File: src/rtl/if_stage.sv
// if_stage: instruction fetch over a req/ack memory handshake plus the IF/ID register.
// Redirects from ID flush the wrong-path fetch; a one-entry skid buffer absorbs an accept during stall.
module if_stage #(
    parameter int ADDR_W = 32,
    parameter logic [ADDR_W-1:0] RESET_PC = 32'h0000_3000
) (
    input  logic              clk,
    input  logic              rst_n,
    output logic              imem_req,
    output logic [ADDR_W-1:0] imem_addr,
    input  logic              imem_ack,
    input  logic [31:0]       imem_rdata,
    input  logic              stall,
    input  logic              jump,
    input  logic              jump_reg,
    input  logic              branch_taken,
    input  logic [25:0]       jump_index,
    input  logic [15:0]       branch_off,
    input  logic [31:0]       reg_target,
    output logic              id_valid,
    output logic [31:0]       id_instr,
    output logic [ADDR_W-1:0] id_pc,
    output logic [ADDR_W-1:0] id_pc_plus4,
    output logic [5:0]        funcode,
    output logic [4:0]        rt,
    output logic [5:0]        specialcode,
    output logic              misalign
);
    typedef enum logic [1:0] {IDLE, REQ, DROP, FULL} state_t;
    state_t            state;
    logic [ADDR_W-1:0] pc;
    logic [ADDR_W-1:0] skid_pc;
    logic [31:0]       skid_instr;
    logic              acc;
    logic              redir;
    logic              load_skid;
    logic              load_mem;
    logic [ADDR_W-1:0] target;
    logic [ADDR_W-1:0] src_pc;
    assign acc = imem_req && imem_ack;
    assign redir = id_valid && !stall && (jump_reg || jump || branch_taken);
    assign load_skid = state == FULL && !stall && !redir;
    assign load_mem = state == REQ && acc && !stall && !redir;
    assign src_pc = load_skid ? skid_pc : imem_addr;
    assign funcode = id_instr[31:26];
    assign rt = id_instr[20:16];
    assign specialcode = id_instr[5:0];
    always_comb begin
        target = jump_reg ? {reg_target[31:2], 2'b00}
               : jump     ? {id_pc_plus4[31:28], jump_index, 2'b00}
               :            id_pc_plus4 + {{14{branch_off[15]}}, branch_off, 2'b00};
    end
    always_ff @(posedge clk or negedge rst_n) begin
        if (!rst_n) begin
            state       <= IDLE;
            pc          <= RESET_PC;
            imem_req    <= 1'b0;
            imem_addr   <= RESET_PC;
            skid_pc     <= '0;
            skid_instr  <= '0;
            id_valid    <= 1'b0;
            id_instr    <= '0;
            id_pc       <= '0;
            id_pc_plus4 <= '0;
            misalign    <= 1'b0;
        end else begin
            misalign <= redir && jump_reg && (reg_target[1:0] != 2'b00);
            if (!stall) id_valid <= load_skid || load_mem;
            if (load_skid || load_mem) begin
                id_instr    <= load_skid ? skid_instr : imem_rdata;
                id_pc       <= src_pc;
                id_pc_plus4 <= src_pc + 32'd4;
            end
            case (state)
                IDLE: begin
                    state     <= REQ;
                    imem_req  <= 1'b1;
                    imem_addr <= pc;
                end
                REQ: begin
                    if (redir) begin
                        pc <= target;
                        if (acc) imem_addr <= target;
                        else state <= DROP;
                    end else if (acc) begin
                        pc <= pc + 32'd4;
                        if (stall) begin
                            state      <= FULL;
                            imem_req   <= 1'b0;
                            skid_instr <= imem_rdata;
                            skid_pc    <= imem_addr;
                        end else imem_addr <= pc + 32'd4;
                    end
                end
                // wrong-path request must complete before the target can be issued
                DROP: begin
                    if (acc) begin
                        state     <= REQ;
                        imem_addr <= pc;
                    end
                end
                FULL: begin
                    if (!stall) begin
                        state     <= REQ;
                        imem_req  <= 1'b1;
                        imem_addr <= redir ? target : pc;
                        if (redir) pc <= target;
                    end
                end
            endcase
        end
    end
endmodule

File: config.mk
export PLATFORM = sky130hd
export DESIGN_NAME = if_stage
export DESIGN_NICKNAME = d
export VERILOG_FILES = /design/src/rtl/if_stage.sv
export SDC_FILE = /design/constraint.sdc
export NUM_CORES = 1
export LEC_CHECK = 0
export ABC_AREA = 1
export ABC_CLOCK_PERIOD_IN_PS = 5800
export CORE_MARGIN = 2
export CORE_UTILIZATION = 40
export CTS_CLUSTER_SIZE = 20
export DETAILED_ROUTE_END_ITERATION = 10
export GPL_TIMING_DRIVEN = 0
export PLACE_DENSITY = 0.63
export SYNTH_ARGS = -nofsm -noshare
export SYNTH_HDL_FRONTEND = slang
export SYNTH_SLANG_ARGS = --single-unit
File: constraint.sdc
create_clock -name clk -period 5.8 [get_ports clk]
set_input_delay 1.16 -clock clk [delete_from_list [all_inputs] [get_ports clk]]
set_output_delay 1.16 -clock clk [all_outputs]
set_load 0.05 [all_outputs]
==> summary.txt, run 1 <==
Status
  – Status: complete, no violations

Worst setup path
  – Critical path's top delay family: compound AO/OA/AOI/OAI gates
  – Bufs and invs on worst path: 2
  – CP Cell Sequence: clkdlybuf4s50_1 -> ha_1 -> nand2_1 -> nor2_1 -> nand2_1 -> nand2_1 -> inv_1 -> a21oi_1 -> nor2_1 -> o21ai_0 -> nand3_1 -> a21oi_1
  – Worst path slowest cell: clkdlybuf4s50_1
  – Worst EP arrival: approximately 4.6 ns
  – CP most frequent cell: nand2_1
  – Worst setup EP type: register
  – Kind of critical path: input port to register
  – Type of origin of the critical path: input port
  – CP max FO: 15
  – Largest stage delay, worst path: between 0.8 and 0.9 ns
  – Critical Path RT: ~6.3 ns

Cells and area
  – Nets: 2688
  – Area growth, synth to finish: 27.3%
  – Diodes inserted: 0
  – Final Cell Area: between 15000 and 20000 µm²
  – Proportion of layout cells with a drive suffix above 1: 0.0625

Global routing
  – Pin count of the biggest net entering global routing: 100
  – First-pass GRT wire length: 93.2 mm
  – GRT overflow: 0
  – Grt peak-use layer: met2
  – Met3 Track Usage GR: 0.0364
  – GR Util All Layers: 0.316
  – Met1 usage: 0.436
  – Vias in the first global route: 15.5k
  – Initial antenna violation count: 0
  – Met2 usage: 0.519

CTS
  – # hold bufs at CTS: 0
  – Clk root buf: clkbuf_16
  – H-tree depth: 1
  – Clock sink count: 227
  – Setup Fix Bufs, Post-CTS: 0
  – Post_cts resized: 0
  – Clk buf depth: 3
  – Inserted Clock Buffers: 27
  – Worst-path clk slew: 0.06 ns
  – Clock tree from TritonCTS: done
  – Clock latency on the worst-skew pair: between 0.5 and 0.6 ns

Synth
  – Synth Flop Type: dfrtp_1
  – EDFF count, synth: 0
  – Async set or reset register ratio after synthesis: 1.00
  – Mapped cell area: between 15000 and 20000 µm²
  – Syn Area/Cell: about 6.7 µm²
  – #FFs+latches synth: approximately 230
  – Yosys cell types: 45
  – Yosys warns: 0
  – Post-Syn Nets: around 2.4k
  – Sequential area share after synthesis: 0.379
  – Post-synthesis mux area share: 0.0111
  – Synth Area in Simple Gates: 0.347
  – Combinational family with the most area after synthesis: simple AND/OR/NAND/NOR gates
  – Xor/xnor share of the synthesized area: 0.0163
  – Synthesized instance count: ~2.3k
  – Post-synthesis compound-gate area fraction: 0.127
  – Adder-cell share of the synthesized area: 0.0272

STA
  – Fmax: between 200 and 250 MHz
  – Max-slew headroom: 0.339
  – RSZ-0062 raised after global routing: no
  – Tmin final: a little over 4 ns
  – Period utilisation layout: 0.706
  – Setup Skew: roughly 0.021 ns
  – Setup TNS: 0 ns
  – Final max-slew violation count: 0
  – Final Hold Violating Endpoints: 0
  – Final setup viols: 0
  – Actual slew at the worst max-slew pin: just under 1 ns

Routing
  – DR DRC count: 0
  – Routed WL per cell: 20.6 µm
  – Vias/cell: roughly 5.3
  – WL final: 62.3 mm
  – Final ANT Viol Nets: 0
  – First-pass DRT Iterations: 5
  – Via count: 16.2k
  – DRT iter0 DRCs: between 1k and 1.5k

Min path
  – HP Class: input port to asynchronous set/reset pin

Floorplanning
  – FP Rows: 70
  – Die ar.: between 30000 and 40000 µm²
  – Die H: about 200 µm
  – Initial Util: 0.408
  – CORE AREA: between 30000 and 40000 µm²
  – I/O pin total: about 260
  – Die Wd: a little under 200 µm

Placed design
  – I/O Buffers: 257
  – Dpl cell area: 18200 µm²
  – Final Wtd Congestion: approximately 1
  – DPL Wire Length: 49.4 mm

Job
  – Max-capacitance violation count: 0

Power and ir drop
  – Pleak: approximately 9.3 nW
  – Pwr/cell area: 205 nW/µm²
  – Max VDD drop: 0.239 mV
## flip-flops by register name, indices dropped and copies added, names as in the netlist
signal / count
imem_req: 1
state: 2
id_pc: 32
id_valid: 1
misalign: 1
skid_pc: 32
skid_instr: 32
pc: 32
imem_addr: 32
id_instr: 32
id_pc_plus4: 30
## path summary, 6_finish.rpt
| path | startpoint | endpoint | cells past startpoint | slack [ns] |
|---|---|---|---|---|
| setup / recovery | branch_off[15] | pc[19] | 12 | 1.70 |
| hold / removal | rst_n | skid_instr[25] | 1 | 0.47 |
| setup reg to reg | id_pc_plus4[11] | pc[20] | 12 | 2.48 |
| hold reg to reg | skid_instr[8] | skid_instr[8] | 2 | 0.47 |
| max in group asynchronous | rst_n | id_pc[10] | 3 | 4.06 |
| min in group clk | skid_instr[8] | skid_instr[8] | 2 | 0.47 |
## synthesized netlist by cell type (all sizes together) (4+ instances only)
library cell | n | share of area
and2 | 4 | 0.0017
inv | 212 | 0.053
nand3 | 171 | 0.058
o21bai | 4 | 0.0020
clkbuf | 59 | 0.015
o211ai | 9 | 0.0045
dfstp | 4 | 0.0070
nand3b | 7 | 0.0035
mux2 | 13 | 0.0098
dfrtp | 223 | 0.37
buf | 57 | 0.025
xor2 | 24 | 0.014
ha | 31 | 0.026
nor3 | 19 | 0.0074
nand2 | 786 | 0.20
o21ai | 191 | 0.064
nor2 | 258 | 0.068
a21oi | 124 | 0.042
nand4 | 18 | 0.0075
a31oi | 24 | 0.010
xnor2 | 4 | 0.0023
## layout by cell type, fill, tap and decap left out, types with 7 or more instances in the layout
cell type        netlist  layout
clkbuf_1              59      68
nand4_1               18      18
o211ai_1               9       9
nor3_1                17      17
nand2_1              771     771
buf_2                 23      23
nand3_1              170     170
clkdlybuf4s50_1        0     256
nand2_2               14      14
nor2_2                11      11
buf_1                  7       7
o21ai_1               14      14
nor2_1               243     243
inv_1                201     201
mux2_2                13      13
ha_1                  31      31
xor2_1                24      24
a21oi_1              123     123
o21ai_0              174     174
nand3b_1               7       7
a31oi_1               24      24
inv_2                 10      10
buf_4                 21      21
dfrtp_1              223     223
clkbuf_16              0      27
## cell type report
| cell class | instances | area [µm²] |
|---|---|---|
| buffer | 116 | 596 |
| clock buffer | 41 | 778 |
| clock inverter | 7 | 103 |
| fill | 3726 | 17700 |
| inverter | 213 | 802 |
| multi-input combinational | 1699 | 7920 |
| sequential | 227 | 5690 |
| tap | 468 | 586 |
| timing repair buffer | 259 | 2630 |
## per-layer routing
metal | wire length, µm | share of wire
met5 | 0 | 0
met4 | 2160 | 0.035
met3 | 3700 | 0.059
met2 | 28800 | 0.46
met1 | 27600 | 0.44
## kinds of logic (layout without fill, tap and decap cells)
family | count (synthesis) | in the layout
AOI/OAI and AO/OA | 359 | 359
xor gates and xnor gates | 28 | 28
adders and majority gates | 32 | 32
buffers and inverters | 329 | 636
DFF | 227 | 227
muxes | 15 | 15
and+or+nand+nor | 1265 | 1265
## stage by stage
| step | util | cells | power (mW) | hold slack [ns] | setup slack, ns |
|---|---|---|---|---|---|
| 2_1_floorplan | - | 2255 | 1.96 | 0.443 | 2.63 |
| 6_report | 0.519 | 3030 | 3.91 | 0.469 | 1.70 |
| 5_1_grt | 0.519 | 3030 | 4.04 | 0.487 | 1.42 |
| 3_3_place_gp | 0.494 | 2980 | 2.22 | 0.454 | -6.43 |
| 3_5_place_dp | 0.495 | 2982 | 2.23 | 0.459 | 1.19 |
| 4_1_cts | 0.519 | 3030 | 3.93 | 0.474 | 1.74 |
## power breakdown
part / internal [mW] / leakage, nW / switching (mW)
Sequential: 1.62 / 3.03 / 0.0396
Combinational: 0.205 / 5.88 / 0.342
Clock: 1.01 / 0.425 / 0.696
Total: 2.84 / 9.34 / 1.08
No activity file was read; power rests on OpenSTA's default activity.
==> inputs of run 2 (changes only) <==
- ABC_CLOCK_PERIOD_IN_PS: 5800 -> 4000
- clock period: 5.8 -> 4 ns (I/O delays scaled with it)
==> run 2 against run 1 <==
Effect of this change: clock power rose by 45%; highest routed layer unchanged; clock skew increased by 0.00093 ns; first-iteration DRC count down 1.2%; sequential power increased by 45%; register-to-register slack got worse by 1.8 ns; largest cell class unchanged; critical path type unchanged.
==> summary.txt, run 2 (same netlist as run 1, synthesis figures left out) <==
Worst setup path
  – R2r setup slk: around 0.67 ns
  – Bufs and invs on worst path: 2
  – CP Cell Sequence: clkdlybuf4s50_1 -> ha_1 -> nand2_1 -> nor2_1 -> nand2_1 -> inv_1 -> nand2_1 -> a21oi_1 -> nor2_1 -> o21ai_0 -> nand2_1 -> a31oi_1
  – Worst setup EP type: register
  – Critical path's top delay family: compound AO/OA/AOI/OAI gates
  – Kind of critical path: input port to register
  – CP max FO: 15
  – Worst EP arrival: 4.10 ns
  – Critical Path RT: 4.48 ns
  – Largest stage delay, worst path: a little over 0.8 ns
  – Type of origin of the critical path: input port
  – CP most frequent cell: nand2_1
  – Worst path slowest cell: clkdlybuf4s50_1

Routing
  – Final ANT Viol Nets: 0
  – DRT iter0 DRCs: ~1.4k
  – Routed WL per cell: approximately 21 µm
  – WL final: ~62 mm
  – Met1 wire length: approximately 28 mm
  – Via count: between 15k and 20k
  – DR DRC count: 0
  – Uppermost layer routed: met4
  – Met3 WL post-DR: roughly 3.5 mm
  – First-pass DRT Iterations: 6
  – Vias/cell: 5.34
  – WL met2: around 29 mm

Cells and area
  – Nets: ~2.7k
  – Area growth, synth to finish: 27.3%
  – Flip-flop and latch area: between 5000 and 6000 µm²
  – Most common cell after layout, fill and taps aside: nand2_1
  – Fill cell count: about 3.7k
  – Diodes inserted: 0
  – Final Cell Area: 19100 µm²
  – Multi-input gate area: about 7900 µm²
  – Proportion of layout cells with a drive suffix above 1: 0.0625
  – Most frequent cells in the layout: nand2_1 (771), clkdlybuf4s50_1 (256), nor2_1 (243), dfrtp_1 (223), inv_1 (201)

Job
  – Max-capacitance violation count: 0

CTS
  – # hold bufs at CTS: 0
  – Worst-path clk slew: 0.06 ns
  – Clock sink count: around 230
  – Clk root buf: clkbuf_16
  – Setup Fix Bufs, Post-CTS: 0
  – Clock tree from TritonCTS: done
  – Inserted Clock Buffers: 27
  – H-tree depth: 1
  – Clock latency on the worst-skew pair: 0.56 ns
  – Clk buf depth: 3

Power and ir drop
  – Total power: 5.67 mW
  – Pleak: around 9.3 nW
  – Pwr/cell area: 297 nW/µm²
  – Max VDD drop: 0.347 mV

STA
  – Setup Skew: 0.0221 ns
  – Period utilisation layout: 0.905
  – Max-slew headroom: 0.336
  – Fmax: roughly 280 MHz
  – Final setup viols: 0
  – Final max-slew violation count: 0
  – Setup TNS: 0 ns
  – Actual slew at the worst max-slew pin: approximately 0.99 ns
  – Final Hold Violating Endpoints: 0
  – RSZ-0062 raised after global routing: no
  – Tmin final: about 3.6 ns

Status
  – Status: complete, no violations

Floorplanning
  – FP Rows: 70
  – Die Wd: 198 µm
  – Die ar.: 39100 µm²
  – Die H: a little under 200 µm
  – CORE AREA: roughly 37000 µm²
  – I/O pin total: roughly 260
  – Initial Util: 0.408

Global routing
  – GRT overflow: 0
  – Vias in the first global route: around 16k
  – Pin count of the biggest net entering global routing: 100
  – GR Util All Layers: 0.316
  – Initial antenna violation count: 0
  – First-pass GRT wire length: around 93 mm

Placed design
  – DPL Wire Length: between 40 and 50 mm
  – Final Wtd Congestion: 0.984
  – Dpl cell area: ~18000 µm²
  – I/O Buffers: roughly 260

Min path
  – HP Class: input port to asynchronous set/reset pin
run 2: report_power, final:
group / switching, mW / internal (mW) / total [mW]
sequential: 0.0574 / 2.35 / 2.40
combinational: 0.496 / 0.298 / 0.794
clock: 1.01 / 1.47 / 2.48
run 2: metal layers:
layer | track usage | up-vias
li1 | - | 7782
met1 | 0.436 | 7724
met2 | 0.519 | 562
met3 | 0.0364 | 111
met4 | 0.102 | 0
met5 | 0 | -
run 2: repair_timing:
| action | in CTS | in global routing |
|---|---|---|
| resized for setup | 0 | 1 |
| hold endpoints to repair | 0 | 0 |
| setup endpoints to repair | 0 | 2 |
run 2: path summary, 6_finish.rpt:
kind                                 start        endpoint  cells past startpoint
max                         branch_off[15]          pc[20]                     12
min                                  rst_n  skid_instr[25]                      1
max reg2reg                id_pc_plus4[11]          pc[20]                     12
min reg2reg                  skid_instr[8]   skid_instr[8]                      2
max in group asynchronous            rst_n       id_pc[10]                      3
min in group clk             skid_instr[8]   skid_instr[8]                      2
run 2: cell type report:
type | count | area share
inverter | 213 | 0.0420
multi-input combinational | 1699 | 0.415
sequential | 227 | 0.298
timing repair buffer | 259 | 0.138
buffer | 116 | 0.0312
clock inverter | 7 | 0.00537
tap | 468 | 0.0307
clock buffer | 41 | 0.0407
run 2: metrics by stage:
step,util,hold WS (ns),setup WS [ns],std cells
final,0.519,0.108,0.380,3030
after global routing,0.519,0.128,0.123,3030
after CTS,0.519,0.116,0.299,3030
after detailed placement,0.495,0.459,-0.245,2982
after global placement,0.494,0.454,-7.87,2980
after floorplan,-,0.443,1.19,2255
==> inputs of run 3 (changes only) <==
- PLACE_DENSITY: 0.63 -> not set
==> run 3 against run 2 <==
Effect of this change: clock-buffer cell count fell by 5; largest cell class unchanged; clock skew rose by 0.0064 ns; design area rose by 0.37%; register-to-register slack improved by 0.15 ns; first-iteration DRC count fell by 13%; combinational power fell by 1%; clock power rose by 6%; setup slack got worse by 0.082 ns; hold slack got worse by 0.0076 ns; core utilization rose by 0.19 points; global-route usage fell by 0.52 points.
==> summary.txt, run 3 (same netlist as run 1, synthesis figures left out) <==
Status
  – Status: complete, no violations

Floorplanning
  – FP Rows: 70
  – Die Wd: approximately 200 µm
  – Die ar.: a little under 40000 µm²
  – CORE AREA: around 37000 µm²
  – Initial Util: 0.408
  – I/O pin total: between 200 and 300
  – Die H: 198 µm

Worst setup path
  – CP most frequent cell: nand2_1
  – Critical path origin: branch_off[15]
  – Reg2reg start: state[0]
  – CP max FO: 15
  – Largest stage delay, worst path: 0.83 ns
  – Type of origin of the critical path: input port
  – Critical Path RT: 4.48 ns
  – Kind of critical path: input port to register
  – CP Cell Sequence: clkdlybuf4s50_1 -> ha_1 -> nand2_1 -> nor2_1 -> nand2_1 -> inv_1 -> nand2_1 -> a21oi_1 -> nor2_1 -> o21ai_0 -> nand2_1 -> a31oi_1
  – Worst path slowest cell: clkdlybuf4s50_1
  – Worst EP arrival: about 4.2 ns
  – Worst R2R Path Depth: 10
  – Worst setup EP type: register

Power and ir drop
  – Clock power share: 0.452
  – Total power: a little under 6 mW
  – Comb power frac: 0.135
  – Share of total power in sequential cells: 0.413
  – Pwr/cell area: just over 300 nW/µm²
  – Max VDD drop: 0.277 mV
  – Pleak: around 9.4 nW
  – Int Pwr: 4.22 mW
  – NetSw: 1.59 mW
  – Sw Share: 0.274

Cells and area
  – Final Core Density: 0.521
  – Fill cell count: 3719
  – Multi-input gate area: 7920 µm²
  – Diodes inserted: 0
  – Area growth, synth to finish: 27.8%
  – Nets: roughly 2.7k
  – Most common cell after layout, fill and taps aside: nand2_1
  – Flip-flop and latch area: 5690 µm²
  – Final Cell Area: 19200 µm²
  – Proportion of layout cells with a drive suffix above 1: 0.0663
  – Most frequent cells in the layout: nand2_1 (771), clkdlybuf4s50_1 (256), nor2_1 (243), dfrtp_1 (223), inv_1 (201)

CTS
  – Inserted Clock Buffers: 27
  – Worst-path clk slew: 0.06 ns
  – Clock sink count: between 200 and 250
  – Clk buf depth: 3
  – # hold bufs at CTS: 0
  – Clk root buf: clkbuf_16
  – Clock latency on the worst-skew pair: ~0.56 ns
  – H-tree depth: 1
  – Clock tree from TritonCTS: done

STA
  – Final setup viols: 0
  – Tmin final: 3.70 ns
  – Actual slew at the worst max-slew pin: between 0.8 and 0.9 ns
  – Final max-slew violation count: 0
  – Final Hold Violating Endpoints: 0
  – Period utilisation layout: 0.925
  – Max-slew headroom: 0.448
  – Fmax: between 200 and 300 MHz
  – Setup TNS: 0 ns
  – Setup Skew: roughly 0.029 ns
  – RSZ-0062 raised after global routing: no

Routing
  – DRT iter0 DRCs: around 1.2k
  – DR DRC count: 0
  – Vias/cell: 5.29
  – WL final: between 60 and 70 mm
  – Final ANT Viol Nets: 0
  – First-pass DRT Iterations: 5
  – Via count: around 16k
  – Routed WL per cell: about 20 µm

Placed design
  – DPL Wire Length: between 40 and 50 mm
  – I/O Buffers: 257
  – Final Wtd Congestion: slightly below 1
  – Dpl cell area: ~18000 µm²

Global routing
  – Initial antenna violation count: 0
  – First-pass GRT wire length: just over 90 mm
  – GRT overflow: 0
  – Pin count of the biggest net entering global routing: 112
  – Vias in the first global route: 15.3k
  – GR Util All Layers: 0.311

Job
  – Max-capacitance violation count: 0

Min path
  – HP Class: input port to asynchronous set/reset pin
run 3: changes by cell type in the layout (fill, tap and decap cells not counted):
| cell | change |
|---|---|
| clkbuf_1 | -8 |
| clkinv_2 | +5 |
| clkbuf_8 | +3 |
| clkinv_4 | -3 |
| clkinvlp_4 | +3 |
| bufinv_16 | +1 |
| inv_6 | +1 |
run 3: critical path, delay by kind of cell:
family	cells	cell delay, ns
AND/OR/NAND/NOR	6	0.79
AO/OA/AOI/OAI	3	1.00
buffers and inverters	2	0.90
adder cells (fa/ha/maj)	1	0.67
run 3: what timing repair did:
action                                  CTS  global route
resized for setup                         0             1
endpoints found under the setup margin    0             1
setup buffers                             0             0
run 3: metrics by stage:
stage / std cells / hold slack (ns) / setup slack, ns
CTS: 3032 / 0.102 / 0.316
detailed placement: 2982 / 0.460 / -0.248
floorplan: 2255 / 0.443 / 1.19
global route: 3032 / 0.115 / 0.0905
finish: 3032 / 0.100 / 0.299
global placement: 2980 / 0.455 / -8.00
run 3: routing by layer:
metal	GRT usage	part of all wire	up-vias
li1	-	-	7794
met4	0.116	0.043	0
met3	0.0348	0.058	121
met2	0.497	0.45	539
met1	0.434	0.45	7571
met5	0	0	-
run 3: power groups by stage:
stage / Combinational, mW / Sequential (mW) / Clock, mW
2_1_floorplan: 0.303 / 2.55 / 0
3_3_place_gp: 0.771 / 2.45 / 0
3_5_place_dp: 0.779 / 2.45 / 0
4_1_cts: 0.782 / 2.40 / 2.66
5_1_grt: 0.849 / 2.41 / 2.75
6_report: 0.784 / 2.40 / 2.63
run 3: final timing paths:
path                                 end  slack (ns)
max                               pc[20]        0.30
min reg2reg                skid_instr[0]        0.47
max in group asynchronous       id_pc[7]        2.63
min                         id_instr[29]        0.10
min in group clk           skid_instr[0]        0.47
max reg2reg                 id_instr[29]        0.82
run 3: area by class of cell:
type	count	area share
clock inverter	14	0.00848
multi-input combinational	1699	0.413
inverter	213	0.0418
clock buffer	36	0.0412
tap	468	0.0305
timing repair buffer	259	0.137
sequential	227	0.297
buffer	116	0.0311
